--- src/rtl/alu_mdu.sv ---
//------------------------------------------------------------------------------
// Module   : alu_mdu
// Brief    : Integer ALU plus iterative RV32M multiply/divide unit behind
//            valid/ready handshakes on both sides.
// Revision : 1.0 - initial release
//------------------------------------------------------------------------------
`default_nettype none

module alu_mdu #(
  parameter int XLEN     = 32,
  parameter bit FAST_MUL = 1'b0
) (
  input  logic            clk,
  input  logic            rst,
  input  logic            in_valid,
  output logic            in_ready,
  input  logic [4:0]      operation,
  input  logic [XLEN-1:0] A,
  input  logic [XLEN-1:0] B,
  output logic            out_valid,
  input  logic            out_ready,
  output logic [XLEN-1:0] result,
  output logic            flag
);

  localparam int SW = $clog2(XLEN);
  localparam int CW = $clog2(XLEN) + 1;

  typedef enum logic [1:0] {
    S_IDLE = 2'd0,
    S_BUSY = 2'd1,
    S_DONE = 2'd2
  } state_t;

  state_t          r_state;
  logic [XLEN-1:0] r_result;
  logic            r_flag;
  logic [CW-1:0]   r_cnt;
  logic [2:0]      r_sub;
  logic            r_neg_q;
  logic            r_neg_r;
  logic [XLEN-1:0] r_acc;
  logic [XLEN-1:0] r_x;
  logic [XLEN-1:0] r_y;

  logic            w_accept;
  logic [SW-1:0]   w_shamt;
  logic [XLEN-1:0] w_alu_res;
  logic            w_alu_flag;
  logic            w_is_mdu;
  logic            w_is_div;
  logic            w_sa;
  logic            w_sb;
  logic            w_neg_a;
  logic            w_neg_b;
  logic [XLEN-1:0] w_mag_a;
  logic [XLEN-1:0] w_mag_b;

  assign in_ready  = (r_state == S_IDLE) || ((r_state == S_DONE) && out_ready);
  assign w_accept  = in_valid && in_ready;
  assign out_valid = (r_state == S_DONE);
  assign result    = r_result;
  assign flag      = r_flag;
  assign w_shamt   = B[SW-1:0];

  // Single-cycle ALU, compare and undefined opcodes
  always_comb begin
    w_alu_res  = '0;
    w_alu_flag = 1'b0;
    case (operation)
      5'b00000: w_alu_res = A + B;
      5'b01000: w_alu_res = A - B;
      5'b00001: w_alu_res = A << w_shamt;
      5'b00010: w_alu_res = {{(XLEN-1){1'b0}}, ($signed(A) < $signed(B))};
      5'b00011: w_alu_res = {{(XLEN-1){1'b0}}, (A < B)};
      5'b00100: w_alu_res = A ^ B;
      5'b00101: w_alu_res = A >> w_shamt;
      5'b01101: w_alu_res = $signed(A) >>> w_shamt;
      5'b00110: w_alu_res = A | B;
      5'b00111: w_alu_res = A & B;
      5'b11000: w_alu_flag = (A == B);
      5'b11001: w_alu_flag = (A != B);
      5'b11100: w_alu_flag = ($signed(A) < $signed(B));
      5'b11101: w_alu_flag = ($signed(A) >= $signed(B));
      5'b11110: w_alu_flag = (A < B);
      5'b11111: w_alu_flag = (A >= B);
      default:  ;
    endcase
    if (operation[4:3] == 2'b11) begin
      w_alu_res = {{(XLEN-1){1'b0}}, w_alu_flag};
    end
  end

  // The MDU works on magnitudes; signs are re-applied at the final write
  assign w_is_mdu = (operation[4:3] == 2'b10);
  assign w_is_div = operation[2];
  assign w_sa     = (operation[2:0] == 3'b001) || (operation[2:0] == 3'b010) ||
                    (operation[2:0] == 3'b100) || (operation[2:0] == 3'b110);
  assign w_sb     = (operation[2:0] == 3'b001) || (operation[2:0] == 3'b100) ||
                    (operation[2:0] == 3'b110);
  assign w_neg_a  = w_sa && A[XLEN-1];
  assign w_neg_b  = w_sb && B[XLEN-1];
  assign w_mag_a  = w_neg_a ? (~A + 1'b1) : A;
  assign w_mag_b  = w_neg_b ? (~B + 1'b1) : B;

  // Restoring divide step: r_acc is the partial remainder, r_x shifts the
  // dividend out and the quotient in
  logic [XLEN:0]   w_dshift;
  logic [XLEN:0]   w_ddiff;
  logic            w_dok;
  logic [XLEN-1:0] w_div_acc;
  logic [XLEN-1:0] w_div_x;

  assign w_dshift  = {r_acc, r_x[XLEN-1]};
  assign w_ddiff   = w_dshift - {1'b0, r_y};
  assign w_dok     = ~w_ddiff[XLEN];
  assign w_div_acc = w_dok ? w_ddiff[XLEN-1:0] : w_dshift[XLEN-1:0];
  assign w_div_x   = {r_x[XLEN-2:0], w_dok};

  logic [XLEN-1:0] w_mul_acc;
  logic [XLEN-1:0] w_mul_x;

  generate
    if (FAST_MUL) begin : g_mul_fast
      logic [2*XLEN-1:0] w_full;
      assign w_full    = {{XLEN{1'b0}}, r_x} * {{XLEN{1'b0}}, r_y};
      assign w_mul_acc = w_full[2*XLEN-1:XLEN];
      assign w_mul_x   = w_full[XLEN-1:0];
    end else begin : g_mul_iter
      // {r_acc, r_x} is the product register; multiplier bits leave r_x
      logic [XLEN:0] w_msum;
      assign w_msum    = {1'b0, r_acc} + (r_x[0] ? {1'b0, r_y} : {(XLEN+1){1'b0}});
      assign w_mul_acc = w_msum[XLEN:1];
      assign w_mul_x   = {w_msum[0], r_x[XLEN-1:1]};
    end
  endgenerate

  logic [XLEN-1:0]   w_nacc;
  logic [XLEN-1:0]   w_nx;
  logic [2*XLEN-1:0] w_prod;
  logic [2*XLEN-1:0] w_prod_fix;
  logic [XLEN-1:0]   w_quo;
  logic [XLEN-1:0]   w_rem;
  logic [XLEN-1:0]   w_mdu_res;

  assign w_nacc     = r_sub[2] ? w_div_acc : w_mul_acc;
  assign w_nx       = r_sub[2] ? w_div_x   : w_mul_x;
  assign w_prod     = {w_nacc, w_nx};
  assign w_prod_fix = r_neg_q ? (~w_prod + 1'b1) : w_prod;
  assign w_quo      = r_neg_q ? (~w_nx + 1'b1) : w_nx;
  assign w_rem      = r_neg_r ? (~w_nacc + 1'b1) : w_nacc;

  always_comb begin
    w_mdu_res = '0;
    case (r_sub)
      3'b000:                   w_mdu_res = w_prod_fix[XLEN-1:0];
      3'b001, 3'b010, 3'b011:   w_mdu_res = w_prod_fix[2*XLEN-1:XLEN];
      3'b100, 3'b101:           w_mdu_res = w_quo;
      default:                  w_mdu_res = w_rem;
    endcase
  end

  always_ff @(posedge clk or posedge rst) begin
    if (rst) begin
      r_state  <= S_IDLE;
      r_result <= '0;
      r_flag   <= 1'b0;
      r_cnt    <= '0;
      r_sub    <= 3'b000;
      r_neg_q  <= 1'b0;
      r_neg_r  <= 1'b0;
      r_acc    <= '0;
      r_x      <= '0;
      r_y      <= '0;
    end else begin
      case (r_state)
        S_IDLE, S_DONE: begin
          if (w_accept) begin
            if (w_is_mdu) begin
              r_sub   <= operation[2:0];
              r_acc   <= '0;
              r_x     <= w_mag_a;
              r_y     <= w_mag_b;
              r_neg_r <= w_neg_a;
              // A zero divisor yields an all-ones quotient with no sign fix
              r_neg_q <= (w_neg_a ^ w_neg_b) && !(w_is_div && (B == '0));
              r_cnt   <= (!w_is_div && FAST_MUL) ? CW'(1) : CW'(XLEN);
              r_state <= S_BUSY;
            end else begin
              r_result <= w_alu_res;
              r_flag   <= w_alu_flag;
              r_state  <= S_DONE;
            end
          end else if ((r_state == S_DONE) && out_ready) begin
            r_state <= S_IDLE;
          end
        end
        S_BUSY: begin
          if (r_cnt == CW'(1)) begin
            r_result <= w_mdu_res;
            r_flag   <= 1'b0;
            r_state  <= S_DONE;
          end else begin
            r_acc <= w_nacc;
            r_x   <= w_nx;
            r_cnt <= r_cnt - CW'(1);
          end
        end
        default: r_state <= S_IDLE;
      endcase
    end
  end

endmodule

`default_nettype wire

--- config.mk ---
export PLATFORM = sky130hd
export DESIGN_NAME = alu_mdu
export DESIGN_NICKNAME = d
export VERILOG_FILES = /design/src/rtl/alu_mdu.sv
export SDC_FILE = /design/constraint.sdc
export NUM_CORES = 1
export LEC_CHECK = 0
export BUFFER_PORTS_ARGS = -buffer_cell sky130_fd_sc_hd__buf_2
export CAP_MARGIN = 20
export CORE_MARGIN = 5
export CORE_UTILIZATION = 50
export CTS_BUF_LIST = sky130_fd_sc_hd__clkbuf_16
export DETAILED_ROUTE_END_ITERATION = 16
export PLACE_DENSITY_LB_ADDON = 0.12
export SYNTH_ARGS = -nofsm -noshare
export SYNTH_HDL_FRONTEND = slang
export SYNTH_SLANG_ARGS = --single-unit
--- constraint.sdc ---
create_clock -name clk -period 5.41 [get_ports clk]
set_clock_uncertainty 0.2 [all_clocks]
set_input_delay 0.541 -clock clk [delete_from_list [all_inputs] [get_ports clk]]
set_output_delay 0.541 -clock clk [all_outputs]
set_load 0.03 [all_outputs]
# After elaboration in Yosys (flattened, before gate mapping)
# Index checks and enable logic that the tools add are counted.
[totals] register_bits=142 latch_bits=0 mem_bits_rw=0 mem_bits_ro=0 in_bits=73 out_inout_bits=35 wordCells=137 n_memories=0
[op_classes] addsub=10 multipliers=0 div_mod_pow=0 n_lt_le_gt_ge=4 n_eq_ne=37 shifts=3 n_mux=38 bitwise=10 reduce_logical=25
[op_table] operator="32-bit two-way mux" count=18
[op_table] operator="32-bit one-hot mux with 10 select lines" count=1
[op_table] operator="32-bit one-hot mux with 2 select lines" count=3
[op_table] operator="32-bit by 1-bit adder with 32-bit output, second input constant" count=4
[op_table] operator="32-bit NOT" count=4
[op_table] operator="32-bit one-hot mux with 3 select lines" count=1
[op_table] operator="64-bit by 1-bit adder with 64-bit output, second input constant" count=1
[op_table] operator="32-bit greater-or-equal comparator" count=2
[op_table] operator="32-bit less-than comparator" count=2
[op_table] operator="64-bit two-way mux" count=1
[op_table] operator="64-bit NOT" count=1
[op_table] operator="32-bit by 32-bit adder with 33-bit output" count=1
[op_table] operator="33-bit by 32-bit subtractor with 33-bit output" count=1
[op_table] operator="32-bit adder" count=1
[op_table] operator="32-bit AND" count=1
[op_table] operator="32-bit == test" count=1
[op_table] operator="32-bit logical NOT" count=1
[op_table] operator="32-bit inequality test" count=1
[op_table] operator="32-bit bitwise OR" count=1
[op_table] operator="32-bit by 5-bit << shifter with 32-bit output" count=1
[op_table] operator="32-bit by 5-bit right shift with 32-bit output" count=1
[op_table] operator="32-bit by 5-bit >>> shifter with 32-bit output" count=1
[op_table] operator="32-bit subtractor" count=1
[op_table] operator="32-bit bitwise XOR" count=1
[op_table] operator="35 further kinds" count=76

# Depth between registers and ports, before layout
# Gate-level depths: netlist of the first run.
[logic_depth] ltp_word=9 ltp_mapped=24

# Worst setup path before layout of the first run
# OpenSTA, ideal clock, no wires.
[synth_path] kind="flip-flop to flip-flop" from="reg r_x[31]" to="reg r_result[30] (netlist: result[30])" arrival_ns=4.829 required_time_ns=5.084 slack_ns=0.255 path_stages_with_launch=23 cell_sequence="dfrtp_1 > inv_1 > ha_1 > inv_1 > fa_1 > a211oi_2 > o211ai_2 > a31oi_4 > a211oi_4 > o21ai_2 > a21oi_2 > nor2_1 > ha_1 > nand2_1 > nor2_1 > and2_1 > nand2_1 > nor4_1 > nand4_1 > o41ai_2 > xor2_1 > o221ai_1 > a221o_1"
[synth_via] elab_chain_cells=9
[synth_lines] element="from (decl)" line_no="43" rtl="logic [XLEN-1:0] r_x;"
[synth_lines] element="from (signal assigned)" line_no="182" rtl="r_x <= w_mag_a;"
[synth_lines] element="from (signal assigned)" line_no="205" rtl="r_x <= w_nx;"
[synth_lines] element="33-bit by 32-bit subtractor with 33-bit output" line_no="115" rtl="assign w_ddiff = w_dshift - {1'b0, r_y};"
[synth_lines] element="32-bit two-way mux / 1-bit NOT (equally long branches)" line_no="117, 116"
[synth_lines] element="32-bit two-way mux, on equally long branches" line_no="146, 147"
[synth_lines] element="64-bit NOT (tied with other cells)" line_no="149" rtl="assign w_prod_fix = r_neg_q ? (~w_prod + 1'b1) : w_prod;"
[synth_lines] element="64-bit by 1-bit adder with 64-bit output (tied with other cells)" line_no="149"
[synth_lines] element="64-bit two-way mux (tied with other cells)" line_no="149"
[synth_lines] element="32-bit one-hot mux with 3 select lines *" line_no="155" rtl="case (r_sub)"
[synth_lines] element="32-bit two-way mux *" line_no="199" rtl="if (r_cnt == CW'(1)) begin"
[synth_lines] element="32-bit one-hot mux with 2 select lines *" line_no="176" rtl="case (r_state)"
[synth_lines] element="to (signal assigned)" line_no="190" rtl="r_result <= w_alu_res;"
[synth_lines] element="to (signal assigned)" line_no="200" rtl="r_result <= w_mdu_res;"
[synth_lines] element="to (decl)" line_no="36" rtl="logic [XLEN-1:0] r_result;"
# Mark *: on every way between the ends. The rest lies on a longest branch, timed or not. The select of a mux whose other input is x is not followed.
# A chain may end at the register's enable or synchronous reset.

# Final worst setup path of the first run
[layout_path] from="reg r_x[0]" to="reg r_result[26] (netlist: result[26])"
[layout_via] elab_chain_cells=9
[layout_lines] element="32-bit two-way mux" line_no="132" rtl="assign w_msum = {1'b0, r_acc} + (r_x[0] ? {1'b0, r_y} : {(XLEN+1){1'b0}});"
[layout_lines] element="32-bit by 32-bit adder with 33-bit output" line_no="132"
[layout_lines] element="32-bit two-way mux, on equally long branches" line_no="147, 146"
[layout_lines] element="64-bit NOT / 32-bit NOT (equally long branches)" line_no="149, 151"
[layout_lines] element="64-bit by 1-bit adder with 64-bit output / 32-bit by 1-bit adder with 32-bit output (equally long branches)" line_no="149, 151"
[layout_lines] element="64-bit two-way mux / 32-bit two-way mux (equally long branches)" line_no="149, 151"
[layout_lines] element="32-bit one-hot mux with 3 select lines *" line_no="155"
[layout_lines] element="32-bit two-way mux *" line_no="199"
[layout_lines] element="32-bit one-hot mux with 2 select lines *" line_no="176"
# Marked as above.

==> flow_summary.json, run 1 <==
{
  "fp.dieW_microns": 225,
  "hold_viol": 0,
  "synth_flop_cell": "dfrtp_1",
  "hpwlAfterDp_microns": 91300,
  "syn_area_per_cell_sq_um": 7.14,
  "synth_top_cell_by_area": "dfrtp_1",
  "ys_ff_latch": 142,
  "drt_iter0_drc": 4032,
  "yosys.area.top_type_share": 0.154,
  "netlist_top_cells_area": "dfrtp_1 15%, ha_1 9.1%, o21ai_0 6.5%",
  "final_max_slew_viol_count": 0,
  "vias": 27458,
  "portBuffers": 107,
  "synth_simple_gate_area_frac": 0.215,
  "synth_top_family_by_area": "compound AO/OA/AOI/OAI gates",
  "cts_hold_buf": 0,
  "power_mw": 14.4,
  "p_leak_nw": 10.9,
  "ant_nets": 0,
  "cts_tree": "yes",
  "fmaxAchievable_mhz": 189,
  "reg2reg_depth": 15,
  "synth_edf_count": 0,
  "start_util": 0.506,
  "htreeDepth": 4,
  "die_area_sq_um": 50500,
  "timing.final.crit_share": 0.976,
  "finalSetupViolCount": 0,
  "fin_crit_ns": 5.28,
  "synth_mux_area_frac": 0.0690,
  "cts_buffer_depth": 2,
  "cp-start-kind": "register",
  "max_slew.worst_pin.slew_ns": 1.03,
  "yosys.area_share.adder": 0.0942,
  "cts_root_buffer": "clkbuf_16",
  "rrSetupSlack_ns": 0.13,
  "synth_commonest_cells": "336 x nor2_1, 315 x nand2_1, 301 x o21ai_0",
  "netlist_area_sq_um": 23000,
  "cp.arrival_ns": 5.43,
  "cts_buffers": 17,
  "core_sq_um": 45500,
  "die_h_microns": 225,
  "path_clk_slew_ns": 0.07,
  "antenna_found_initial": 4,
  "synth_cell_types": 95,
  "slew_headroom": 0.307,
  "drive_gt1_frac": 0.127,
  "grt_first_pass_wirelength_microns": 167000,
  "status": "finished, final reports clean",
  "seq_area_frac_synth": 0.154,
  "clock_latency_ns": 0.46,
  "yosysWarningCount": 0,
  "synthArstFlopShare": 1.00,
  "crit_type": "reg2reg",
  "cp_data_required_time_ns": 5.56,
  "overflow": 0,
  "cp_max_fo": 30,
  "syn_to_final_growth_pct": 10.5,
  "vias_per_cell": 7.02,
  "layout.area.seq_sq_um": 3560,
  "row_count": 78,
  "synthCells": 3227,
  "grt_max_degree": 98,
  "power.density_nw_per_um2": 566,
  "grt_use_total": 0.437,
  "gp_congestion": 1.09,
  "pin_count": 108,
  "routedWlPerCell_microns": 29.4,
  "grt_pass1_vias": 25455,
  "irDropWorstVdd_mv": 0.453,
  "layout.nets": 3540,
  "maxCapViolCount": 0,
  "multi_input_area_sq_um": 18100,
  "fill_cells": 4444,
  "dr.pass1.iters": 9,
  "hp-class": "in2async",
  "cp-end-kind": "register",
  "yosysMostFrequentCell": "nor2_1",
  "yosys.area_share.xor_xnor": 0.0783,
  "finalWirelength_microns": 115000,
  "syn_nets": 3471,
  "cts.sinks": 142,
  "drc": 0,
  "post_dp_cell_area_sq_um": 24700,
  "synth-compound-area-share": 0.324,
  "final_area_sq_um": 25400
}
-- layout by cell type (no fill, tap or decap), drive strengths merged, types with 79 or more instances in the layout --
cell type / synthesis / routed
ha: 167 / 167
inv: 157 / 164
o21ai: 309 / 309
xnor2: 156 / 156
mux2i: 79 / 79
nand2: 316 / 316
a21oi: 280 / 280
buf: 54 / 272
dfrtp: 142 / 142
nor2: 336 / 336
-- registers in the layout (all words and copies together), names as in the netlist --
name	count
flag	1
result	32
r_acc	32
r_cnt	6
r_y	32
r_state	2
r_x	32
r_neg_q	1
r_neg_r	1
r_sub	3
-- final cells by class --
cell class	instances	share of cell area
diodes	2	0.000197
clock buffers	17	0.0167
clock inverters	15	0.00787
inverters	159	0.0236
multi-input cells	2704	0.711
flip-flops and latches	142	0.140
well taps	600	0.0295
repair buffers	272	0.0714
-- metal layers --
metal | wire (microns) | track usage | share of wire | up-vias
met5 | 17 | 0 | 0.00015 | -
met2 | 49700 | 0.675 | 0.43 | 1981
met1 | 42100 | 0.544 | 0.37 | 13002
met4 | 10900 | 0.324 | 0.094 | 2
li1 | - | - | - | 12029
met3 | 12200 | 0.0825 | 0.11 | 444
-- through the flow --
stage	cells	setup TNS [ns]	setup slack (ns)	hold WS (ns)	util
finish	3911	0	0.128	0.107	0.560
floorplan	3227	0	0.255	0.263	-
global route	3909	-0.00639	-0.00425	0.194	0.559
global placement	3876	0	0.249	0.270	0.544
CTS	3908	0	0.114	0.131	0.558
detailed placement	3876	0	0.151	0.274	0.544
-- report_power, final --
group          switching (mW)  internal, mW
clock network           0.567         0.741
logic                    7.08          3.93
registers               0.606          1.47
-- worst max-delay path, cell delays in order, from the launching register on --
cell     delay [ns]
dfrtp_1        0.42
buf_4          0.24
and2_1         0.19
ha_1           0.34
a21o_1         0.22
a221o_1        0.45
a211o_1        0.36
nand2_1        0.14
xnor2_1        0.11
or4_1          0.54
nand3_1        0.21
nor4b_4        0.32
nand4_1        0.30
o211a_1        0.29
or4_1          0.51
a221o_1        0.32
-- logic make-up after synthesis --
family,count (synthesis)
AO/OA/AOI/OAI,1149
XOR/XNOR,206
adder cells (fa/ha/maj),171
buffers and inverters,381
flip-flops,142
multiplexers,122
AND/OR/NAND/NOR,1056
-- worst paths after layout --
| path | from | to |
|---|---|---|
| setup / recovery | r_x[0]$_DFFE_PP0P_ | result[26]$_DFFE_PP0P_ |
| hold / removal | rst | r_cnt[3]$_DFFE_PP0P_ |
| max in group asynchronous | rst | result[6]$_DFFE_PP0P_ |
| hold reg to reg | result[1]$_DFFE_PP0P_ | result[1]$_DFFE_PP0P_ |
| setup reg to reg | r_x[0]$_DFFE_PP0P_ | result[26]$_DFFE_PP0P_ |
| min in group clk | out_ready | r_state[1]$_DFFE_PP0P_ |
-- what timing repair did --
action	4_1_cts	5_1_grt
setup buffers	0	1
endpoints found under the hold margin	0	0
setup endpoints to repair	0	8
resized for setup	0	13
Power figures use the tool's default switching activity.
==> inputs of run 2 (changes only) <==
--- a/config.mk
+++ b/config.mk
@@ -7,8 +7,10 @@
 export LEC_CHECK = 0
 export BUFFER_PORTS_ARGS = -buffer_cell sky130_fd_sc_hd__buf_2
 export CAP_MARGIN = 20
+export CELL_PAD_IN_SITES_DETAIL_PLACEMENT = 0
+export CELL_PAD_IN_SITES_GLOBAL_PLACEMENT = 1
 export CORE_MARGIN = 5
-export CORE_UTILIZATION = 50
+export CORE_UTILIZATION = 43
 export CTS_BUF_LIST = sky130_fd_sc_hd__clkbuf_16
 export DETAILED_ROUTE_END_ITERATION = 16
 export PLACE_DENSITY_LB_ADDON = 0.12
==> flow_summary.json, run 2 (synthesized netlist as in run 1, its figures left out) <==
{
  "status": "finished, final reports clean",
  "pwr-share-seq": 0.142,
  "grt_pass1_vias": 25522,
  "core_sq_um": 52900,
  "fin_crit_ns": 5.23,
  "cp_top_family": "compound AO/OA/AOI/OAI gates",
  "hold_viol": 0,
  "slew_headroom": 0.288,
  "final_area_sq_um": 25700,
  "path_cells": "ha_1 > nand4_1 > or4_4 > a211oi_4 > o21a_1 > buf_4 > o21ai_1 > buf_4 > o211ai_2 > nand3_1 > or3_4 > o31ai_1 > xnor2_1 > a222oi_1 > o21ai_1",
  "max_stage_delay_ns": 0.62,
  "cp_data_required_time_ns": 5.54,
  "portBuffers": 107,
  "cp_max_fo": 11,
  "final_max_slew_viol_count": 0,
  "path_clk_slew_ns": 0.07,
  "fin_tns_setup_ns": 0,
  "placed_cells_incl_taps": 3983,
  "cp-end-kind": "register",
  "start_util": 0.436,
  "cts_buffers": 17,
  "combPwrFrac": 0.773,
  "hpwlAfterDp_microns": 96500,
  "fmaxAchievable_mhz": 191,
  "maxCapViolCount": 0,
  "clock_latency_ns": 0.46,
  "cp.arrival_ns": 5.36,
  "stdcell_count": 4020,
  "power.share.clock": 0.085,
  "die_h_microns": 241,
  "htreeDepth": 4,
  "irDropWorstVdd_mv": 0.330,
  "antenna_found_initial": 12,
  "whs_ns": 0.101,
  "overflow": 0,
  "power_mw": 14.3,
  "grt_first_pass_wirelength_microns": 173000,
  "grt_max_degree": 95,
  "post_dp_cell_area_sq_um": 25000,
  "dr.pass1.iters": 6,
  "vias_per_cell": 6.76,
  "max_slew.worst_pin.slew_ns": 1.07,
  "crit_type": "reg2reg",
  "drc": 0,
  "fill_cells": 5374,
  "cts_buffer_depth": 2,
  "drt_iter0_drc": 3327,
  "vias": 27171,
  "fp.dieW_microns": 241,
  "finalWirelength_microns": 121000,
  "cpMaxStageDelayCell": "or4_4",
  "routedWlPerCell_microns": 30.1,
  "cts.sinks": 142,
  "grt_use_total": 0.397,
  "cts_hold_buf": 0,
  "finalSetupViolCount": 0,
  "switchingPower_mw": 8.19,
  "row_count": 84,
  "layout.nets": 3560,
  "die_area_sq_um": 58300,
  "final_cell_mix": "328 x nor2_1, 315 x nand2_1, 301 x o21ai_0",
  "timing.final.crit_share": 0.967,
  "rsz0062_at_grt": "yes",
  "drive_gt1_frac": 0.132,
  "postLayoutCoreUtil": 0.485,
  "cts_tree": "yes",
  "pin_count": 108,
  "setup_ws_ns": 0.176,
  "cp.buffers_inverters": 2,
  "gp_congestion": 1.05,
  "ant_nets": 0,
  "place_ws_ns": 0.251,
  "cp-start-kind": "register",
  "internal_power_mw": 6.13,
  "hp-class": "in2async",
  "cts_root_buffer": "clkbuf_16",
  "switching_share": 0.572,
  "final_common_cell": "nor2_1",
  "power.density_nw_per_um2": 559,
  "syn_to_final_growth_pct": 11.4,
  "p_leak_nw": 10.9
}
## run 2: worst paths after layout
| path | slack, ns | start | end | cells past startpoint |
|---|---|---|---|---|
| setup / recovery | 0.18 | r_acc[24]$_DFFE_PP0P_ | result[23]$_DFFE_PP0P_ | 15 |
| hold / removal | 0.10 | rst | r_cnt[2]$_DFFE_PP0P_ | 2 |
| setup reg to reg | 0.18 | r_acc[24]$_DFFE_PP0P_ | result[23]$_DFFE_PP0P_ | 15 |
| hold reg to reg | 0.30 | result[2]$_DFFE_PP0P_ | result[2]$_DFFE_PP0P_ | 1 |
| max in group asynchronous | 3.57 | rst | r_sub[1]$_DFFE_PP0P_ | 3 |
| min in group clk | 0.17 | out_ready | r_state[1]$_DFFE_PP0P_ | 3 |
## run 2: layout make-up
| class | instances | area, sq um | share of cell area |
|---|---|---|---|
| clock inverters | 15 | 150 | 0.00585 |
| multi-input cells | 2704 | 18100 | 0.705 |
| well taps | 688 | 861 | 0.0336 |
| flip-flops and latches | 142 | 3560 | 0.139 |
| clock buffers | 17 | 425 | 0.0166 |
| repair buffers | 292 | 1970 | 0.0767 |
| diodes | 3 | 7.51 | 0.000293 |
| inverters | 159 | 602 | 0.0235 |
## run 2: layer usage
layer | routed length (microns) | up-vias | track usage | share of wire
met1 | 46300 | 13142 | 0.484 | 0.38
met3 | 10900 | 350 | 0.0792 | 0.090
met5 | 60 | - | 0 | 0.00050
met4 | 9800 | 8 | 0.259 | 0.081
met2 | 53900 | 1604 | 0.638 | 0.45
li1 | - | 12067 | - | -
## run 2: repair_timing
item	in CTS	in global routing
endpoints found under the setup margin	0	9
resized for setup	0	11
buffers inserted	0	2
hold endpoints to repair	0	0
## run 2: power groups by stage
stage                     Clock [mW]  Combinational (mW)  Sequential [mW]
final                           1.21                11.1             2.04
after global routing            1.26                11.8             2.07
after CTS                       1.22                10.7             2.00
after detailed placement           0                10.6             2.02
after global placement             0                10.5             2.00
after floorplan                    0                6.98             1.90
